`src/rtl/bus_fabric_pkg.sv`:
```
// Shared types and constants for the CPU-to-slave bus fabric.
// Default regions: RAM low half, GPU at 0x8000, LEDs at 0xA000, spare at 0xC000.
package bus_fabric_pkg;

    typedef enum logic [1:0] {
        ST_IDLE,
        ST_WAIT,
        ST_ACCESS,
        ST_DONE
    } state_e;

    localparam logic [1:0] ERR_NONE     = 2'd0;
    localparam logic [1:0] ERR_UNMAPPED = 2'd1;
    localparam logic [1:0] ERR_TIMEOUT  = 2'd2;
    localparam logic [1:0] ERR_RW       = 2'd3;

    localparam logic [63:0] DEF_BASE = {16'hC000, 16'hA000, 16'h8000, 16'h0000};
    localparam logic [63:0] DEF_MASK = {16'hF000, 16'hF000, 16'hF000, 16'h8000};
    localparam logic [15:0] DEF_WAIT = {4'd2, 4'd0, 4'd1, 4'd0};

    // True when addr falls inside the region described by base/mask.
    function automatic logic region_hit(input logic [63:0] addr,
                                        input logic [63:0] base,
                                        input logic [63:0] mask);
        return (addr & mask) == (base & mask);
    endfunction

endpackage

```
`src/rtl/bus_region_decode.sv`:
```
// Combinational base/mask address decoder; the lowest matching slave index wins.
module bus_region_decode
    import bus_fabric_pkg::*;
#(
    parameter int                  ADDR_W = 16,
    parameter int                  N      = 4,
    parameter logic [N*ADDR_W-1:0] BASE   = DEF_BASE,
    parameter logic [N*ADDR_W-1:0] MASK   = DEF_MASK
) (
    input  logic [ADDR_W-1:0] addr_i,
    output logic [N-1:0]      hit_o,
    output logic              hit_valid_o
);

    always_comb begin
        hit_o       = '0;
        hit_valid_o = 1'b0;
        // Scan from the top so a lower index overrides any higher one.
        for (int i = N - 1; i >= 0; i--) begin
            if (region_hit(64'(addr_i), 64'(BASE[i*ADDR_W +: ADDR_W]),
                           64'(MASK[i*ADDR_W +: ADDR_W]))) begin
                hit_o       = '0;
                hit_o[i]    = 1'b1;
                hit_valid_o = 1'b1;
            end
        end
    end

endmodule

```
`src/rtl/bus_fabric.sv`:
```
// Bus controller: decodes CPU requests to N slaves with wait states, ready
// handshake, timeout and sticky error reporting.
module bus_fabric
    import bus_fabric_pkg::*;
#(
    parameter int                  ADDR_W  = 16,
    parameter int                  DATA_W  = 8,
    parameter int                  N       = 4,
    parameter logic [N*ADDR_W-1:0] BASE    = DEF_BASE,
    parameter logic [N*ADDR_W-1:0] MASK    = DEF_MASK,
    parameter logic [N*4-1:0]      WAIT    = DEF_WAIT,
    parameter int                  TIMEOUT = 15
) (
    input  logic                clk_i,
    input  logic                rst_ni,
    input  logic [ADDR_W-1:0]   cpu_addr_i,
    input  logic [DATA_W-1:0]   cpu_wdata_i,
    input  logic                cpu_read_i,
    input  logic                cpu_write_i,
    output logic [DATA_W-1:0]   cpu_rdata_o,
    output logic                cpu_ready_o,
    output logic [N-1:0]        slv_sel_o,
    output logic [ADDR_W-1:0]   slv_addr_o,
    output logic [DATA_W-1:0]   slv_wdata_o,
    output logic                slv_read_o,
    output logic                slv_write_o,
    input  logic [N*DATA_W-1:0] slv_rdata_i,
    input  logic [N-1:0]        slv_ready_i,
    input  logic                err_clear_i,
    output logic                bus_error_o,
    output logic [ADDR_W-1:0]   err_addr_o,
    output logic [1:0]          err_code_o
);

    localparam logic [7:0] TMO_LOAD = 8'(TIMEOUT);

    state_e              state_q;
    logic [N-1:0]        sel_q;
    logic                rd_q, wr_q;
    logic [ADDR_W-1:0]   addr_q;
    logic [DATA_W-1:0]   wdata_q;
    logic [DATA_W-1:0]   cpu_rdata_q;
    logic                cpu_ready_q;
    logic [3:0]          cnt_q;
    logic [7:0]          tmo_q;
    logic                bus_error_q, bus_error_d;
    logic [ADDR_W-1:0]   err_addr_q, err_addr_d;
    logic [1:0]          err_code_q, err_code_d;

    logic [N-1:0]        dec_hit;
    logic                dec_valid;
    logic                req;
    logic [3:0]          wait_sel;
    logic                ready_sel;
    logic [DATA_W-1:0]   rdata_sel;
    logic [1:0]          err_new;
    logic [ADDR_W-1:0]   err_addr_new;

    bus_region_decode #(
        .ADDR_W (ADDR_W),
        .N      (N),
        .BASE   (BASE),
        .MASK   (MASK)
    ) u_decode (
        .addr_i      (cpu_addr_i),
        .hit_o       (dec_hit),
        .hit_valid_o (dec_valid)
    );

    assign req = cpu_read_i | cpu_write_i;

    always_comb begin
        wait_sel  = '0;
        ready_sel = 1'b0;
        rdata_sel = '0;
        for (int i = 0; i < N; i++) begin
            if (dec_hit[i]) wait_sel = WAIT[i*4 +: 4];
            if (sel_q[i]) begin
                ready_sel = slv_ready_i[i];
                rdata_sel = slv_rdata_i[i*DATA_W +: DATA_W];
            end
        end
    end

    always_comb begin
        err_new      = ERR_NONE;
        err_addr_new = addr_q;
        if (state_q == ST_IDLE && req) begin
            err_addr_new = cpu_addr_i;
            if (cpu_read_i && cpu_write_i) err_new = ERR_RW;
            else if (!dec_valid)           err_new = ERR_UNMAPPED;
        end else if (state_q == ST_ACCESS && !ready_sel && tmo_q == 8'd0) begin
            err_new = ERR_TIMEOUT;
        end
    end

    // A clear in the same cycle as a fresh error still lets the error land.
    always_comb begin
        bus_error_d = bus_error_q;
        err_addr_d  = err_addr_q;
        err_code_d  = err_code_q;
        if (err_clear_i) begin
            bus_error_d = 1'b0;
            err_addr_d  = '0;
            err_code_d  = ERR_NONE;
        end
        if (err_new != ERR_NONE && (!bus_error_q || err_clear_i)) begin
            bus_error_d = 1'b1;
            err_addr_d  = err_addr_new;
            err_code_d  = err_new;
        end
    end

    always_ff @(posedge clk_i or negedge rst_ni) begin
        if (!rst_ni) begin
            bus_error_q <= 1'b0;
            err_addr_q  <= '0;
            err_code_q  <= ERR_NONE;
        end else begin
            bus_error_q <= bus_error_d;
            err_addr_q  <= err_addr_d;
            err_code_q  <= err_code_d;
        end
    end

    always_ff @(posedge clk_i or negedge rst_ni) begin
        if (!rst_ni) begin
            state_q     <= ST_IDLE;
            sel_q       <= '0;
            rd_q        <= 1'b0;
            wr_q        <= 1'b0;
            addr_q      <= '0;
            wdata_q     <= '0;
            cpu_rdata_q <= '0;
            cpu_ready_q <= 1'b0;
            cnt_q       <= '0;
            tmo_q       <= '0;
        end else begin
            case (state_q)
                ST_IDLE: begin
                    if (req) begin
                        addr_q  <= cpu_addr_i;
                        wdata_q <= cpu_wdata_i;
                        if (err_new != ERR_NONE) begin
                            cpu_rdata_q <= '1;
                            state_q     <= ST_DONE;
                        end else begin
                            sel_q   <= dec_hit;
                            rd_q    <= cpu_read_i;
                            wr_q    <= cpu_write_i;
                            cnt_q   <= wait_sel;
                            state_q <= ST_WAIT;
                        end
                    end
                end
                ST_WAIT: begin
                    if (cnt_q != 4'd0) begin
                        cnt_q <= cnt_q - 4'd1;
                    end else begin
                        tmo_q   <= TMO_LOAD;
                        state_q <= ST_ACCESS;
                    end
                end
                ST_ACCESS: begin
                    if (ready_sel || tmo_q == 8'd0) begin
                        if (!ready_sel)  cpu_rdata_q <= '1;
                        else if (rd_q)   cpu_rdata_q <= rdata_sel;
                        sel_q       <= '0;
                        rd_q        <= 1'b0;
                        wr_q        <= 1'b0;
                        cpu_ready_q <= 1'b1;
                        state_q     <= ST_DONE;
                    end else begin
                        tmo_q <= tmo_q - 8'd1;
                    end
                end
                ST_DONE: begin
                    // Decode-time errors arrive here without the pulse and raise it one cycle later.
                    if (cpu_ready_q) begin
                        cpu_ready_q <= 1'b0;
                        state_q     <= ST_IDLE;
                    end else begin
                        cpu_ready_q <= 1'b1;
                    end
                end
                default: state_q <= ST_IDLE;
            endcase
        end
    end

    assign cpu_rdata_o = cpu_rdata_q;
    assign cpu_ready_o = cpu_ready_q;
    assign slv_sel_o   = sel_q;
    assign slv_addr_o  = addr_q;
    assign slv_wdata_o = wdata_q;
    assign slv_read_o  = rd_q;
    assign slv_write_o = wr_q;
    assign bus_error_o = bus_error_q;
    assign err_addr_o  = err_addr_q;
    assign err_code_o  = err_code_q;

endmodule

```
`config.mk`:
```
export PLATFORM = sky130hd
export DESIGN_NAME = bus_fabric
export DESIGN_NICKNAME = d
export VERILOG_FILES = /design/src/rtl/bus_fabric_pkg.sv /design/src/rtl/bus_region_decode.sv /design/src/rtl/bus_fabric.sv
export SDC_FILE = /design/constraint.sdc
export NUM_CORES = 1
export LEC_CHECK = 0
export BUFFER_PORTS_ARGS = -buffer_cell sky130_fd_sc_hd__buf_2
export CORE_UTILIZATION = 55
export DETAILED_ROUTE_END_ITERATION = 7
export GPL_ROUTABILITY_DRIVEN = 0
export GPL_TIMING_DRIVEN = 0
export PLACE_DENSITY = 0.9
export SYNTH_ARGS = -nofsm -noshare
export SYNTH_HDL_FRONTEND = slang
export SYNTH_HIERARCHICAL = 1
export SYNTH_SLANG_ARGS = --single-unit
```
`constraint.sdc`:
```
create_clock -name clk_i -period 5.9 [get_ports clk_i]
set_clock_uncertainty 0.05 [all_clocks]
set_input_delay 0.59 -clock clk_i [delete_from_list [all_inputs] [get_ports clk_i]]
set_output_delay 0.59 -clock clk_i [all_outputs]
set_load 0.03 [all_outputs]
```
==> results of run 1 <==
-- layout make-up --
| cell class | instances | area, sq um | area share [%] |
|---|---|---|---|
| Buffer | 15 | 85.1 | 1.83 |
| Clock buffer | 10 | 138 | 2.97 |
| Clock inverter | 6 | 72.6 | 1.56 |
| Inverter | 19 | 71.3 | 1.54 |
| Multi-Input combinational cell | 207 | 1770 | 38.2 |
| Sequential cell | 72 | 1800 | 38.8 |
| Tap cell | 77 | 96.3 | 2.08 |
| Timing Repair Buffer | 120 | 603 | 13.0 |
-- cells by family after synthesis --
kind of cell | synth area share, %
flip-flops | 48.3
AO/OA/AOI/OAI | 17.1
multiplexers | 15.3
buffers and inverters | 4.19
XOR/XNOR | 0.235
AND/OR/NAND/NOR | 11.9
adder cells (fa/ha/maj) | 2.95
-- cell usage after synthesis, drive strengths merged (3+ instances only) --
cell | count | area (sq um)
a221o | 16 | 160
a21oi | 14 | 81.3
a211oi | 3 | 47.6
inv | 18 | 67.6
ha | 8 | 100
a21o | 3 | 22.5
or3 | 5 | 31.3
or4 | 6 | 48.8
nor2b | 24 | 150
a22o | 7 | 61.3
nor2 | 9 | 36.3
nand3 | 5 | 25.0
nand2 | 6 | 22.5
o21ai | 7 | 35.0
mux2 | 49 | 552
o31ai | 8 | 73.8
a21boi | 3 | 22.5
dfrtp | 72 | 1800
nand2b | 5 | 31.3
buf | 6 | 51.3
clkbuf | 9 | 33.8
-- registers in the layout, indices dropped and copies added, names as in the netlist, 2 cells and up --
| register | count |
|---|---|
| cnt_q | 4 |
| cpu_rdata_o | 8 |
| err_addr_o | 16 |
| err_code_o | 2 |
| slv_addr_o | 16 |
| slv_sel_o | 4 |
| slv_wdata_o | 8 |
| state_q | 2 |
| tmo_q | 8 |
-- report_power, final --
part / internal, W / switching (W) / total, W
Sequential: 0.000708 / 0.000134 / 0.000842
Clock: 0.000212 / 0.000204 / 0.000416
Combinational: 0.000547 / 0.000899 / 0.00145
Total: 0.00147 / 0.00124 / 0.00270
-- placed cells by master (no fill, tap or decap), types with 3 or more instances in the layout --
| master | instances |
|---|---|
| nor2_1 | 8 |
| a21o_1 | 3 |
| dfrtp_1 | 72 |
| nand2b_1 | 5 |
| buf_6 | 3 |
| o21ai_0 | 6 |
| inv_6 | 3 |
| mux2_1 | 11 |
| nor2b_1 | 24 |
| o31ai_1 | 7 |
| clkbuf_1 | 9 |
| or3_1 | 5 |
| inv_1 | 17 |
| a21oi_1 | 13 |
| nand2_1 | 6 |
| clkbuf_8 | 10 |
| a22o_1 | 7 |
| ha_1 | 8 |
| or4_1 | 5 |
| mux2_2 | 38 |
| a221o_1 | 16 |
| nand3_1 | 5 |
| buf_2 | 121 |
-- worst max-delay path by stage --
stage,start,to,slack [ps],cells after the start
final,state_q[0]$_DFFE_PN0P_,err_addr_o[13]$_DFFE_PN0P_,2980,8
after CTS,state_q[0]$_DFFE_PN0P_,err_addr_o[13]$_DFFE_PN0P_,3010,8
after global routing,state_q[0]$_DFFE_PN0P_,err_addr_o[2]$_DFFE_PN0P_,2880,8
after global placement,cpu_write_i,err_addr_o[1]$_DFFE_PN0P_,3070,6
after detailed placement,cpu_write_i,err_addr_o[1]$_DFFE_PN0P_,3020,6
after floorplan,cpu_write_i,err_addr_o[0]$_DFFE_PN0P_,3540,6
-- layer usage --
layer  routed length, microns  track usage [%]
met1                     3560             30.0
met3                      570             6.69
met2                     4670             46.2
met5                        0                0
met4                      174             11.4
-- through the flow --
step / instances / util, % / power, W / setup slack (ps) / cell area, sq um
4_1_cts: 526 / 71.9 / 0.00271 / 3010 / 4640
3_3_place_gp: 510 / 68.6 / 0.00223 / 3070 / 4430
5_1_grt: 526 / 71.9 / 0.00285 / 2880 / 4640
2_1_floorplan: 313 / - / 0.00189 / 3540 / 3730
6_report: 526 / 71.9 / 0.00270 / 2980 / 4640
3_5_place_dp: 510 / 68.6 / 0.00229 / 3020 / 4430
-- worst max-delay path, cell delays in order, from the launching register on --
cell and delay (ps):
dfrtp_1 400, inv_1 110, ha_1 200, clkbuf_1 220, o21ai_1 520, nand4_2 370
a21oi_4 380, buf_6 210, mux2_1 340
==> impl_metrics.json, run 1 <==
{
  "status": "finished with violations",
  "violations": "design-rule violations",
  "grt_pass1_vias": 3086,
  "antenna_found_initial": 0,
  "grt_first_pass_wirelength_microns": 14500,
  "io_buffers": 120,
  "area_growth_pct": 24.4,
  "nets": 517,
  "required_ps": 6090,
  "start_util_pct": 57.8,
  "r2r_cells": 8,
  "clock.fmax_mhz": 343,
  "die_area_sq_um": 7120,
  "die_h_microns": 84.4,
  "wl_per_cell_microns": 17.1,
  "num_vias": 3059,
  "cp.arrival_ps": 3100,
  "drive_gt1_share_pct": 42.8,
  "cp_max_fo": 10,
  "synth_seq_cells": 72,
  "viasPerCell": 5.82,
  "synth.distinct_cells": 55,
  "grtUsageTotal_pct": 26.1,
  "clockRootBuffer": "clkbuf_8",
  "drtPass1Iterations": 7,
  "leakage_nw": 2.23,
  "report.final.slew_viol_count": 0,
  "criticalPathCategory": "register to register",
  "nFillCells": 448,
  "cts_sinks": 72,
  "synth_edf_count": 0,
  "dpl.hpwl_microns": 6560,
  "wl_microns": 8980,
  "postSynth.asyncResetShare_pct": 100,
  "synthesis.nets": 386,
  "worstMarginPinSlew_ps": 878,
  "cap_violations": 0,
  "yosys_warnings": 6,
  "rows": 29,
  "yosysSeqAreaShare_pct": 48.3,
  "period_needed_ps": 2920,
  "cts_buffer_depth": 2,
  "cts_setup_buffers": 0,
  "cts-hold-fix-buffers": 0,
  "grt_setup_unrepaired": "false",
  "ant_nets": 0,
  "antennaDiodeCount": 0,
  "synth_cells": 313,
  "grt-ovfl-total": 0,
  "core_sq_um": 6460,
  "fin_tns_setup_ps": 0,
  "syn_area_sq_um": 3730,
  "start_kind": "register",
  "powerDensity_nw_per_um2": 583,
  "setup_violations": 0,
  "syn_area_per_cell_sq_um": 11.9,
  "ios": 123,
  "period_share_pct": 49.4,
  "numCtsBuffers": 9,
  "r2r_slack_ps": 2980,
  "reg2reg_to": "err_addr_o[13]$_DFFE_PN0P_",
  "synthFlopType": "dfrtp_1",
  "h-tree-depth": 3,
  "path_clk_slew_ps": 80,
  "drc_errors": 5,
  "drt_iter0_drc": 185,
  "grt_max_degree": 73,
  "min_path_type": "input port to asynchronous set/reset pin",
  "cts_tree": "yes",
  "ctsResizeCount": 0,
  "cp-end-kind": "register",
  "slew_headroom_pct": 41.5,
  "clock_latency_ps": 360,
  "r2r_start": "state_q[0]$_DFFE_PN0P_",
  "hold_ws_ps": 304,
  "ir_drop_mv": 0.421,
  "die_w_microns": 84.4,
  "finalHoldViolCount": 0
}
Note: power is estimated with default switching activity, not from simulation.
==> run 2, diff against run 1 <==
--- a/config.mk
+++ b/config.mk
@@ -5,12 +5,13 @@
 export SDC_FILE = /design/constraint.sdc
 export NUM_CORES = 1
 export LEC_CHECK = 0
+export ABC_AREA = 1
 export BUFFER_PORTS_ARGS = -buffer_cell sky130_fd_sc_hd__buf_2
-export CORE_UTILIZATION = 55
+export CORE_UTILIZATION = 51
 export DETAILED_ROUTE_END_ITERATION = 7
 export GPL_ROUTABILITY_DRIVEN = 0
 export GPL_TIMING_DRIVEN = 0
-export PLACE_DENSITY = 0.9
+export PLACE_DENSITY = 0.84
 export SYNTH_ARGS = -nofsm -noshare
 export SYNTH_HDL_FRONTEND = slang
 export SYNTH_HIERARCHICAL = 1
==> constraint.sdc (replaced) <==
create_clock -name clk_i -period 2.7 [get_ports clk_i]
set_clock_uncertainty 0.05 [all_clocks]
set_input_delay 0.27 -clock clk_i [delete_from_list [all_inputs] [get_ports clk_i]]
set_output_delay 0.27 -clock clk_i [all_outputs]
set_load 0.03 [all_outputs]
==> impl_metrics.json, run 2 <==
{
  "status": "finished with violations",
  "violations": "negative hold slack",
  "start_util_pct": 52.7,
  "ctsResizeCount": 0,
  "synth_seq_cells": 72,
  "drc_errors": 0,
  "grt_pass1_vias": 3252,
  "h-tree-depth": 3,
  "clockPowerShare_pct": 14.5,
  "clock.fmax_mhz": 472,
  "cp.arrival_ps": 2350,
  "yosysSeqAreaShare_pct": 47.2,
  "antenna_found_initial": 0,
  "synth.area.top_cells": "dfrtp_1 (47%), nand2_1 (17%), nand3_1 (7.2%)",
  "slew_headroom_pct": 40.8,
  "synthFlopType": "dfrtp_1",
  "wl_microns": 9190,
  "synth_edf_count": 0,
  "cts_buffer_depth": 2,
  "period_needed_ps": 2120,
  "grt-ovfl-total": 0,
  "synth_most_common_cell": "nand2_1",
  "report.final.slew_viol_count": 0,
  "ios": 123,
  "layout_commonest_cell": "nand2_1",
  "dpl_worst_slack_ps": 587,
  "drt_iter0_drc": 258,
  "layout_common_cells": "nand2_1 (177), buf_2 (126), dfrtp_1 (72)",
  "fin_tns_setup_ps": 0,
  "ir_drop_mv": 0.730,
  "io_buffers": 122,
  "synth_cells": 481,
  "clockRootBuffer": "clkbuf_8",
  "reg2reg_to": "err_addr_o[4]$_DFFE_PN0P_",
  "postSynth.asyncResetShare_pct": 100,
  "syn_area_per_cell_sq_um": 7.94,
  "core_sq_um": 7250,
  "grt_max_degree": 73,
  "leakage_nw": 2.71,
  "fin_ws_ps": 581,
  "powerDensity_nw_per_um2": 1350,
  "swShare_pct": 50.5,
  "synth.largest_area_cell": "dfrtp_1",
  "synth_common_cells": "nand2_1 (177), dfrtp_1 (72), nand3_1 (55)",
  "viasPerCell": 5.11,
  "wl_per_cell_microns": 12.8,
  "r2r_cells": 11,
  "die_h_microns": 88.6,
  "power.internal_w": 0.00320,
  "yosys_warnings": 6,
  "hold_ws_ps": -14.0,
  "area_growth_pct": 25.0,
  "cts_tree": "yes",
  "drtPass1Iterations": 5,
  "syn_area_sq_um": 3820,
  "dpl.hpwl_microns": 6880,
  "synth.distinct_cells": 33,
  "die_w_microns": 88.6,
  "ant_nets": 0,
  "grt_setup_unrepaired": "false",
  "finalHoldViolCount": 4,
  "num_vias": 3672,
  "nets": 687,
  "clock_latency_ps": 340,
  "rows": 31,
  "required_ps": 2930,
  "worstMarginPinSlew_ps": 887,
  "cp-end-kind": "register",
  "cap_violations": 0,
  "cts_setup_buffers": 0,
  "p_sw_w": 0.00326,
  "p_seq_share_pct": 29.5,
  "cts-hold-fix-buffers": 0,
  "criticalPathCategory": "register to register",
  "numCtsBuffers": 9,
  "r2r_start": "state_q[0]$_DFFE_PN0P_",
  "grtUsageTotal_pct": 24.3,
  "synth.top_cell.area_share_pct": 47.2,
  "setup_violations": 0,
  "path_clk_slew_ps": 80,
  "cp_max_fo": 10,
  "power_frac_comb_pct": 56.0,
  "grt_first_pass_wirelength_microns": 14600,
  "min_path_type": "input port to asynchronous set/reset pin",
  "antennaDiodeCount": 0,
  "period_share_pct": 78.5,
  "start_kind": "register",
  "drive_gt1_share_pct": 30.0,
  "r2r_slack_ps": 580,
  "cts_sinks": 72,
  "die_area_sq_um": 7840,
  "synthesis.nets": 554
}
## run 2: power groups by stage
stage	combinational [W]	sequential (W)	clock [W]
5_1_grt	0.00400	0.00196	0.00101
2_1_floorplan	0.00189	0.00265	0
4_1_cts	0.00363	0.00190	0.000960
3_3_place_gp	0.00351	0.00189	0
3_5_place_dp	0.00362	0.00191	0
6_report	0.00362	0.00190	0.000938
## run 2: critical path: stages, from the launching register on
cell	delay [ps]
dfrtp_1	400
inv_1	100
ha_1	210
buf_4	170
nand2_2	180
inv_2	110
nand2_2	140
nand3_4	180
nand2_4	180
buf_6	180
nand3_2	60
nand2_1	80
## run 2: metal layers
layer	GRT usage [%]	part of all wire, %	vias up
met5	0	0	-
met4	7.04	1.4	0
met3	7.56	7.9	15
met2	40.3	47	145
met1	30.9	43	1710
li1	-	-	1802
## run 2: metrics by stage
step	total power (W)	utilization, %	std cells	area (sq um)	hold WS (ps)
2_1_floorplan	0.00454	-	481	3820	-75.6
3_3_place_gp	0.00539	62.8	702	4560	402
3_5_place_dp	0.00552	62.8	702	4560	404
4_1_cts	0.00649	65.9	718	4780	36.9
5_1_grt	0.00697	65.9	718	4780	61.8
6_report	0.00646	65.9	718	4780	-14.0
## run 2: how the worst max path moves through the flow
stage,from,endpoint,cells after the start
2_1_floorplan,state_q[0]$_DFFE_PN0P_,err_addr_o[0]$_DFFE_PN0P_,12
5_1_grt,state_q[0]$_DFFE_PN0P_,err_code_o[0]$_DFFE_PN0P_,11
3_5_place_dp,state_q[0]$_DFFE_PN0P_,err_addr_o[4]$_DFFE_PN0P_,11
6_report,state_q[0]$_DFFE_PN0P_,err_addr_o[4]$_DFFE_PN0P_,11
4_1_cts,state_q[0]$_DFFE_PN0P_,err_addr_o[4]$_DFFE_PN0P_,11
3_3_place_gp,state_q[0]$_DFFE_PN0P_,err_addr_o[0]$_DFFE_PN0P_,11
## run 2: layout make-up
type                            count  area [sq um]
Fill cell                         667          2480
Tap cell                           99           124
Sequential cell                    72          1800
Timing Repair Buffer              122           613
Clock inverter                      7          95.1
Inverter                           38           143
Multi-Input combinational cell    355          1790
Buffer                             16          88.8
Clock buffer                        9           124
## run 2: kinds of logic after synthesis
family                     count (synthesis)  synth area share (%)
AOI/OAI and AO/OA                         47                  7.34
xor gates and xnor gates                   8                  1.83
adders and majority gates                  8                  2.62
buffers and inverters                     54                  6.06
DFF                                       72                  47.2
and+or+nand+nor                          292                  35.0
